<file path="src/rtl/apb_master_pkg.sv">
// Shared types and constants for the APB initiator controller and its address decoder.
package apb_master_pkg;

    localparam int unsigned NUM_SLV   = 5;
    localparam int unsigned SLV_IDX_W = 3;
    localparam int unsigned RESP_W    = 2;

    localparam logic [RESP_W-1:0] RESP_OKAY   = 2'b00;
    localparam logic [RESP_W-1:0] RESP_SLVERR = 2'b10;
    localparam logic [RESP_W-1:0] RESP_DECERR = 2'b11;

    typedef enum logic [2:0] {
        ST_IDLE   = 3'd0,
        ST_SETUP  = 3'd1,
        ST_ACCESS = 3'd2,
        ST_RESP   = 3'd3,
        ST_DECERR = 3'd4
    } state_e;

    // Timeout counter width: enough to hold the limit, clamped to 8..16 bits.
    function automatic int unsigned tmo_cnt_width(input int unsigned cyc);
        int unsigned w;
        w = $clog2(cyc + 1);
        if (w < 8)  w = 8;
        if (w > 16) w = 16;
        return w;
    endfunction

endpackage

</file>
<file path="src/rtl/apb_addr_decode.sv">
// Slave-index decoder: index 0..4 selects one slave (index 0 -> MSB of the one-hot), 5..7 miss.
module apb_addr_decode
    import apb_master_pkg::*;
(
    input  logic [SLV_IDX_W-1:0] idx,
    output logic                 hit_c,
    output logic [NUM_SLV-1:0]   psel_onehot_c
);

    always_comb begin
        psel_onehot_c = '0;
        for (int unsigned i = 0; i < NUM_SLV; i++) begin
            if (idx == SLV_IDX_W'(i)) begin
                psel_onehot_c[NUM_SLV-1-i] = 1'b1;
            end
        end
        hit_c = |psel_onehot_c;
    end

endmodule

</file>
<file path="src/rtl/apb_master_ctrl.sv">
// APB initiator: one CPU request at a time, SETUP/ACCESS sequencing, single-cycle response.
// Optional ACCESS-phase timeout enabled by defining APB_MASTER_TIMEOUT_EN.
module apb_master_ctrl
    import apb_master_pkg::*;
#(
    parameter int unsigned ADDR_W      = 32,
    parameter int unsigned DATA_W      = 32,
    parameter int unsigned SLV_LSB     = 12,
    parameter int unsigned TIMEOUT_CYC = 255
) (
    input  logic               clk,
    input  logic               reset,
    input  logic               req_valid,
    output logic               req_ready,
    input  logic [ADDR_W-1:0]  req_addr,
    input  logic               req_write,
    input  logic [DATA_W-1:0]  req_wdata,
    output logic               rsp_valid,
    output logic [DATA_W-1:0]  rsp_rdata,
    output logic [RESP_W-1:0]  rsp_resp,
    output logic [NUM_SLV-1:0] psel,
    output logic               penable,
    output logic [ADDR_W-1:0]  paddr,
    output logic               pwrite,
    output logic [DATA_W-1:0]  pwdata,
    input  logic               ready_final,
    input  logic [DATA_W-1:0]  rdata_final,
    input  logic [RESP_W-1:0]  resp_final
);

    state_e state;
    state_e state_next;

    logic               dec_hit;
    logic [NUM_SLV-1:0] dec_psel;
    logic               timeout_hit;

    logic               req_ready_n;
    logic               rsp_valid_n;
    logic [DATA_W-1:0]  rsp_rdata_n;
    logic [RESP_W-1:0]  rsp_resp_n;
    logic [NUM_SLV-1:0] psel_n;
    logic               penable_n;
    logic [ADDR_W-1:0]  paddr_n;
    logic               pwrite_n;
    logic [DATA_W-1:0]  pwdata_n;

    apb_addr_decode u_decode (
        .idx           (req_addr[SLV_LSB +: SLV_IDX_W]),
        .hit_c         (dec_hit),
        .psel_onehot_c (dec_psel)
    );

`ifdef APB_MASTER_TIMEOUT_EN
    localparam int unsigned TMO_W = tmo_cnt_width(TIMEOUT_CYC);

    logic [TMO_W-1:0] tmo_cnt;

    // Counts not-ready ACCESS cycles; cleared in SETUP so each transfer starts fresh.
    always_ff @(posedge clk or posedge reset) begin
        if (reset) begin
            tmo_cnt <= '0;
        end else if (state == ST_SETUP) begin
            tmo_cnt <= '0;
        end else if (state == ST_ACCESS && !ready_final) begin
            tmo_cnt <= tmo_cnt + TMO_W'(1);
        end
    end

    // Fires on the TIMEOUT_CYC-th not-ready cycle; a same-cycle ready takes priority.
    assign timeout_hit = (state == ST_ACCESS) && !ready_final
                         && (tmo_cnt == TMO_W'(TIMEOUT_CYC - 1));
`else
    assign timeout_hit = 1'b0;
`endif

    // State register
    always_ff @(posedge clk or posedge reset) begin
        if (reset) begin
            state <= ST_IDLE;
        end else begin
            state <= state_next;
        end
    end

    // Next-state logic
    always_comb begin
        state_next = state;
        case (state)
            ST_IDLE: begin
                if (req_valid) begin
                    state_next = dec_hit ? ST_SETUP : ST_DECERR;
                end
            end
            ST_SETUP:  state_next = ST_ACCESS;
            ST_ACCESS: begin
                if (ready_final || timeout_hit) begin
                    state_next = ST_RESP;
                end
            end
            ST_RESP:   state_next = ST_IDLE;
            ST_DECERR: state_next = ST_IDLE;
            default:   state_next = ST_IDLE;
        endcase
    end

    // Output next-values; registered below so every port is flop-driven
    always_comb begin
        req_ready_n = (state_next == ST_IDLE);
        rsp_valid_n = 1'b0;
        rsp_rdata_n = rsp_rdata;
        rsp_resp_n  = rsp_resp;
        psel_n      = psel;
        penable_n   = penable;
        paddr_n     = paddr;
        pwrite_n    = pwrite;
        pwdata_n    = pwdata;
        case (state)
            ST_IDLE: begin
                if (req_valid) begin
                    paddr_n  = req_addr;
                    pwrite_n = req_write;
                    pwdata_n = req_wdata;
                    psel_n   = dec_psel;
                    if (!dec_hit) begin
                        rsp_valid_n = 1'b1;
                        rsp_resp_n  = RESP_DECERR;
                        rsp_rdata_n = '0;
                    end
                end
            end
            ST_SETUP: begin
                penable_n = 1'b1;
            end
            ST_ACCESS: begin
                if (ready_final) begin
                    psel_n      = '0;
                    penable_n   = 1'b0;
                    rsp_valid_n = 1'b1;
                    rsp_resp_n  = resp_final;
                    rsp_rdata_n = pwrite ? '0 : rdata_final;
                end else if (timeout_hit) begin
                    psel_n      = '0;
                    penable_n   = 1'b0;
                    rsp_valid_n = 1'b1;
                    rsp_resp_n  = RESP_SLVERR;
                    rsp_rdata_n = '0;
                end
            end
            default: begin
            end
        endcase
    end

    // Output registers
    always_ff @(posedge clk or posedge reset) begin
        if (reset) begin
            req_ready <= 1'b1;
            rsp_valid <= 1'b0;
            rsp_rdata <= '0;
            rsp_resp  <= RESP_OKAY;
            psel      <= '0;
            penable   <= 1'b0;
            paddr     <= '0;
            pwrite    <= 1'b0;
            pwdata    <= '0;
        end else begin
            req_ready <= req_ready_n;
            rsp_valid <= rsp_valid_n;
            rsp_rdata <= rsp_rdata_n;
            rsp_resp  <= rsp_resp_n;
            psel      <= psel_n;
            penable   <= penable_n;
            paddr     <= paddr_n;
            pwrite    <= pwrite_n;
            pwdata    <= pwdata_n;
        end
    end

endmodule

</file>
<file path="config.mk">
export PLATFORM = sky130hd
export DESIGN_NAME = apb_master_ctrl
export DESIGN_NICKNAME = d
export VERILOG_FILES = /design/src/rtl/apb_master_pkg.sv /design/src/rtl/apb_addr_decode.sv /design/src/rtl/apb_master_ctrl.sv
export SDC_FILE = /design/constraint.sdc
export NUM_CORES = 1
export LEC_CHECK = 0
export ABC_AREA = 1
export CAP_MARGIN = 20
export CORE_ASPECT_RATIO = 1.75
export CORE_MARGIN = 4
export CORE_UTILIZATION = 35
export DETAILED_ROUTE_END_ITERATION = 10
export GPL_ROUTABILITY_DRIVEN = 1
export MAX_ROUTING_LAYER = met4
export PLACE_DENSITY_LB_ADDON = 0.2
export REMOVE_ABC_BUFFERS = 1
export SLEW_MARGIN = 20
export SYNTH_ARGS = -nofsm -noshare
export SYNTH_HDL_FRONTEND = slang
export SYNTH_HIERARCHICAL = 1
export SYNTH_SLANG_ARGS = --single-unit
</file>
<file path="constraint.sdc">
create_clock -name clk -period 4.7 [get_ports clk]
set_clock_uncertainty 0.05 [all_clocks]
set_input_delay 0.705 -clock clk [delete_from_list [all_inputs] [get_ports clk]]
set_output_delay 0.705 -clock clk [all_outputs]
set_load 0.1 [all_outputs]
</file>
==> results of run 1 <==
[worst max-delay path by stage]
stage,start,end,slack (ps),cells past startpoint
floorplan,reset,paddr[0],1040,1
global placement,req_valid,pwdata[15],1310,5
detailed placement,req_valid,paddr[29],1240,5
CTS,req_valid,psel[4],1620,5
global route,req_valid,pwdata[18],1420,5
finish,req_valid,pwdata[11],1720,5
[metal layers]
metal	GRT usage, %	vias up
li1	-	2069
met1	22.5	1933
met2	29.4	163
met3	3.72	14
met4	5.58	0
met5	-	-
[flip-flops by register name (all words and copies together) (netlist names)]
name       count
req_ready      1
rsp_valid      1
paddr         32
pwrite         1
pwdata        32
state          3
penable        1
rsp_rdata     32
psel           5
rsp_resp       2
[placed cells by master, fill, tap and decap left out, types with 4 or more instances in the layout]
cell	instances
inv_1	7
nand3_1	40
nand2_1	313
dfrtp_1	109
clkdlybuf4s50_1	209
inv_2	4
nor2_1	38
clkbuf_16	9
[stage by stage]
step / area (um2) / instances / worst slack [ps]
2_1_floorplan: 4420 / 524 / 1040
3_3_place_gp: 6750 / 906 / 1310
3_5_place_dp: 6780 / 907 / 1240
4_1_cts: 7060 / 923 / 1620
5_1_grt: 7070 / 923 / 1420
6_report: 7070 / 923 / 1720
[cell type report]
cell class                      count  share of cell area (%)
Inverter                           13                   0.744
Timing Repair Buffer              212                    30.2
Tap cell                          171                    3.03
Sequential cell                   110                    39.0
Multi-Input combinational cell    401                    23.0
Clock buffer                       12                    3.63
Clock inverter                      4                   0.460
[worst min-delay path, cell delays in order (launching register included)]
cell and delay, ps:
dfrtp_1 340, nand2_1 50, nand2_1 50
[cell families after synthesis]
logic type / share of synthesized area (%)
and+or+nand+nor: 35.1
AOI/OAI and AO/OA: 0.109
DFF: 59.8
buffers and inverters: 5.02
==> key figures, run 1 <==
Timing
  – Max Transition Viols Final: 0
  – # setup viols final: 0
  – Max Fclk: 336 MHz
  – Final Hold Viols: 0
  – Worst hold slack: 430 ps
  – Tcrit/Tclk final: 63.3%
  – RSZ-0062 raised after global routing: no
  – Worst-Margin Slew: 1040 ps
  – Final Critical Period: 2980 ps
  – Setup TNS: 0 ps
  – Worst slew margin: a little over 30%

Detailed routing
  – Iteration count of the initial detailed-routing pass: 4
  – Met3 routed WL: 1080 um
  – Uppermost layer routed: met4
  – Drt via density: 4.53
  – Via count: 4,179
  – First DRT Iteration DRCs: 188
  – Drt wl/cell: between 10 and 15 um
  – Met2 Routed Length: ~6600 um
  – ANT nets after route: 0
  – Post-route DRC violation count: 0
  – Routed wire length: 13,200 um
  – Met1 wire length: 5300 um

Synth
  – Cell taking the most area after synthesis: dfrtp_1
  – Cell count after synthesis: roughly 550
  – FFs w/ async S/R, synth: 100%
  – Synth cell types: 20
  – Cell area after synthesis: 4610 um2
  – Share of Yosys cell area claimed by the top area cell type: approximately three fifths
  – Dominant cells by area after synthesis: dfrtp_1 59%, nand2_1 26%, nand3_1 4.3%, nor2_1 3.1%, buf_2 1.2%
  – Main synth FF type: dfrtp_1
  – Avg Cell Area, Syn: 8.32 um2
  – Post-synth EDFFs: 0
  – Most frequent cell after synthesis: nand2_1
  – Post-synthesis sequential area ratio: 59.8%
  – Count of warnings emitted by yosys: 6
  – Synth Register Bits: 110
  – Commonest cells post-synth: 313 x nand2_1, 109 x dfrtp_1, 40 x nand3_1

CTS
  – Post-CTS Setup Bufs: 0
  – Cts repair resizes: 0
  – TritonCTS Buffers: 9
  – CTS hold repair buffers: 0
  – Clk buf depth: 2
  – Root Driver: clkbuf_16
  – H-tree Lvls: 3
  – CTS Sinks: 110
  – Clock-pin slew on the worst setup and hold paths: 70 ps
  – Latest clock arrival within the worst-skew pair: 340 ps
  – CTS tree: done

Floorplan
  – I/O pin count: 210
  – Die Y: 160 um
  – # rows: 55
  – Core ar.: 12,900 um2
  – Die area: roughly 15,000 um2
  – Starting Density: 35.6%
  – Die width: 94.7 um

Setup path
  – Delay-heaviest family, CP: buffers and inverters
  – Crit path buffers/inverters: 2
  – Crit. End Element: register
  – Critical path's slowest cell: clkinv_2
  – CP most frequent cell: nand2_1
  – CP Launch Type: input pin
  – Crit path cell chain: clkdlybuf4s50_1 -> nand3_4 -> clkinv_2 -> nand2_1 -> nand2_1
  – Worst path arrival time: 3150 ps
  – Max stage delay on crit path: around 960 ps
  – R2R setup slack: between 2000 and 2500 ps
  – Maximum fanout along the worst path: 71
  – R2R depth: 5
  – Kind of critical path: in2reg
  – Worst Path Required: 4870 ps
  – Critical register-to-register path startpoint: state[0]
  – Reg2reg end: pwdata[11]

Layout
  – ANT cells: 0
  – End-of-flow core utilization: a little over half
  – Layout Nets: 850
  – Synth-to-Final Area Change: 53.4%
  – Area of the multi-input gates: ~1600 um2
  – Fill count: 1,245
  – Fraction of layout cells with a size suffix above 1: between 4 and 5%
  – Reg area: 2750 um2

Global route
  – Global-route wire length before repair: 21,400 um
  – Vias in the first global route: 4,268
  – Largest net degree at the start of global routing: 72
  – Initial antenna violation count: 0
  – GRT Residual Overflow: 0
  – Overall routing resource usage: 18.1%

Min path
  – Worst Hold Depth: 2
  – Worst Hold Class: reg2reg
  – Hold Startpoint: pwdata[29]
  – Worst Hold End: pwdata[29]

Placed design
  – RePlAce Congestion: 0.791
  – Hpwl dp: 9480 um
  – IO Port Bufs: 209

Flow run
  – Max Cap Viol: 0

Outcome
  – Outcome: complete, no violations
Power of run 1 is left out: the tool's default activity adds up to more than one toggle a clock period on the data nets, which glitch-free logic cannot reach.
==> run 2, diff against run 1 <==
Clock period 4.7 ns to 2.5 ns, I/O delays scaled along.
==> key figures, run 2 (synthesis gave the netlist of run 1 again) <==
Timing
  – Worst hold slack: 218 ps
  – # setup viols final: 0
  – RSZ-0062 raised after global routing: no
  – Worst slew margin: about half
  – Max Fclk: roughly 550 MHz
  – Max Transition Viols Final: 0
  – Final Critical Period: 1810 ps
  – Final Hold Viols: 0
  – Worst-Margin Slew: 737 ps
  – Tcrit/Tclk final: 72.4%

Placed design
  – DP Cell Count: 912
  – RePlAce Congestion: 0.802
  – IO Port Bufs: 209
  – Hpwl dp: 9350 um

Setup path
  – CP most frequent cell: nand2_1
  – Worst path arrival time: 2040 ps
  – CP Launch Type: input pin
  – Kind of critical path: in2reg
  – Crit. End Element: register
  – Crit path buffers/inverters: 2
  – Delay-heaviest family, CP: simple AND/OR/NAND/NOR gates
  – Max stage delay on crit path: around 540 ps
  – Worst Path Required: 2730 ps
  – Crit path cell chain: clkdlybuf4s50_1 -> inv_2 -> nand2_2 -> nand2_1 -> nor2_2 -> nand3_4 -> nand2_4 -> nand2_1 -> nand2_1
  – Maximum fanout along the worst path: 35
  – Critical path's slowest cell: clkdlybuf4s50_1

Floorplan
  – # rows: 55
  – Die area: 15,100 um2
  – Die Y: 160 um
  – Die width: about 95 um
  – Starting Density: 35.6%
  – Core ar.: 12,900 um2
  – I/O pin count: 210

Global route
  – Initial antenna violation count: 0
  – Global-route wire length before repair: ~21,000 um
  – GRT Residual Overflow: 0
  – Largest net degree at the start of global routing: 65
  – Overall routing resource usage: ~18%
  – Vias in the first global route: approximately 4,200

CTS
  – Cts repair resizes: 0
  – Latest clock arrival within the worst-skew pair: 340 ps
  – H-tree Lvls: 3
  – Root Driver: clkbuf_16
  – CTS tree: done
  – Post-CTS Setup Bufs: 0
  – Clock-pin slew on the worst setup and hold paths: 70 ps
  – TritonCTS Buffers: 9
  – CTS Sinks: 110
  – CTS hold repair buffers: 0
  – Clk buf depth: 2

Detailed routing
  – ANT nets after route: 0
  – Routed wire length: ~13,000 um
  – Drt via density: 4.51
  – First DRT Iteration DRCs: 141
  – Iteration count of the initial detailed-routing pass: 4
  – Via count: 4,187
  – Post-route DRC violation count: 0
  – Drt wl/cell: ~14 um

Flow run
  – Max Cap Viol: 0

Layout
  – ANT cells: 0
  – Biggest registers after layout: paddr x32, pwdata x32, rsp_rdata x32
  – Most common cell after layout, fill and taps aside: nand2_1
  – Most frequent cells in the layout: 313 x nand2_1, 112 x buf_4, 109 x dfrtp_1
  – Layout Nets: 855
  – Synth-to-Final Area Change: 48.8%
  – Cell Count, Final, Fillers Out: approximately 930
  – Fraction of layout cells with a size suffix above 1: between 10% and 20%

Min path
  – Worst Hold Class: in2async

Outcome
  – Outcome: complete, no violations
## run 2: final timing paths
check / startpoint / end / slack (ps) / depth (start not counted)
worst min-delay path: reset / pwdata[10] / 220 / 2
max in group asynchronous: reset / paddr[8] / 1630 / 3
worst max-delay path: req_addr[12] / rsp_rdata[16] / 690 / 9
min in group clk: pwdata[2] / pwdata[2] / 430 / 2
worst min register to register: pwdata[2] / pwdata[2] / 430 / 2
worst max register to register: state[0] / rsp_resp[1] / 750 / 6
## run 2: metal layers
layer,track usage [%],share of wire [%],vias to the layer above
li1,-,-,2086
met1,20.2,39,1912
met2,29.9,51,170
met3,3.72,7.9,19
met4,6.18,2.1,0
met5,-,0,-
## run 2: layout make-up
class	instances	area, um2
Clock buffer	12	256
Fill cell	1242	6080
Multi-Input combinational cell	401	1620
Timing Repair Buffer	217	1920
Tap cell	171	214
Inverter	13	51.3
Clock inverter	4	37.5
Sequential cell	110	2750
## run 2: per-stage QoR
stage,cell area [um2],setup TNS [ps],util (%),worst slack (ps)
global route,6860,0,53.0,544
CTS,6860,0,53.0,683
global placement,6560,0,50.7,408
floorplan,4420,-90050,-,-826
detailed placement,6560,0,50.7,329
finish,6860,0,53.0,689
Power of run 2 is left out for the same reason.
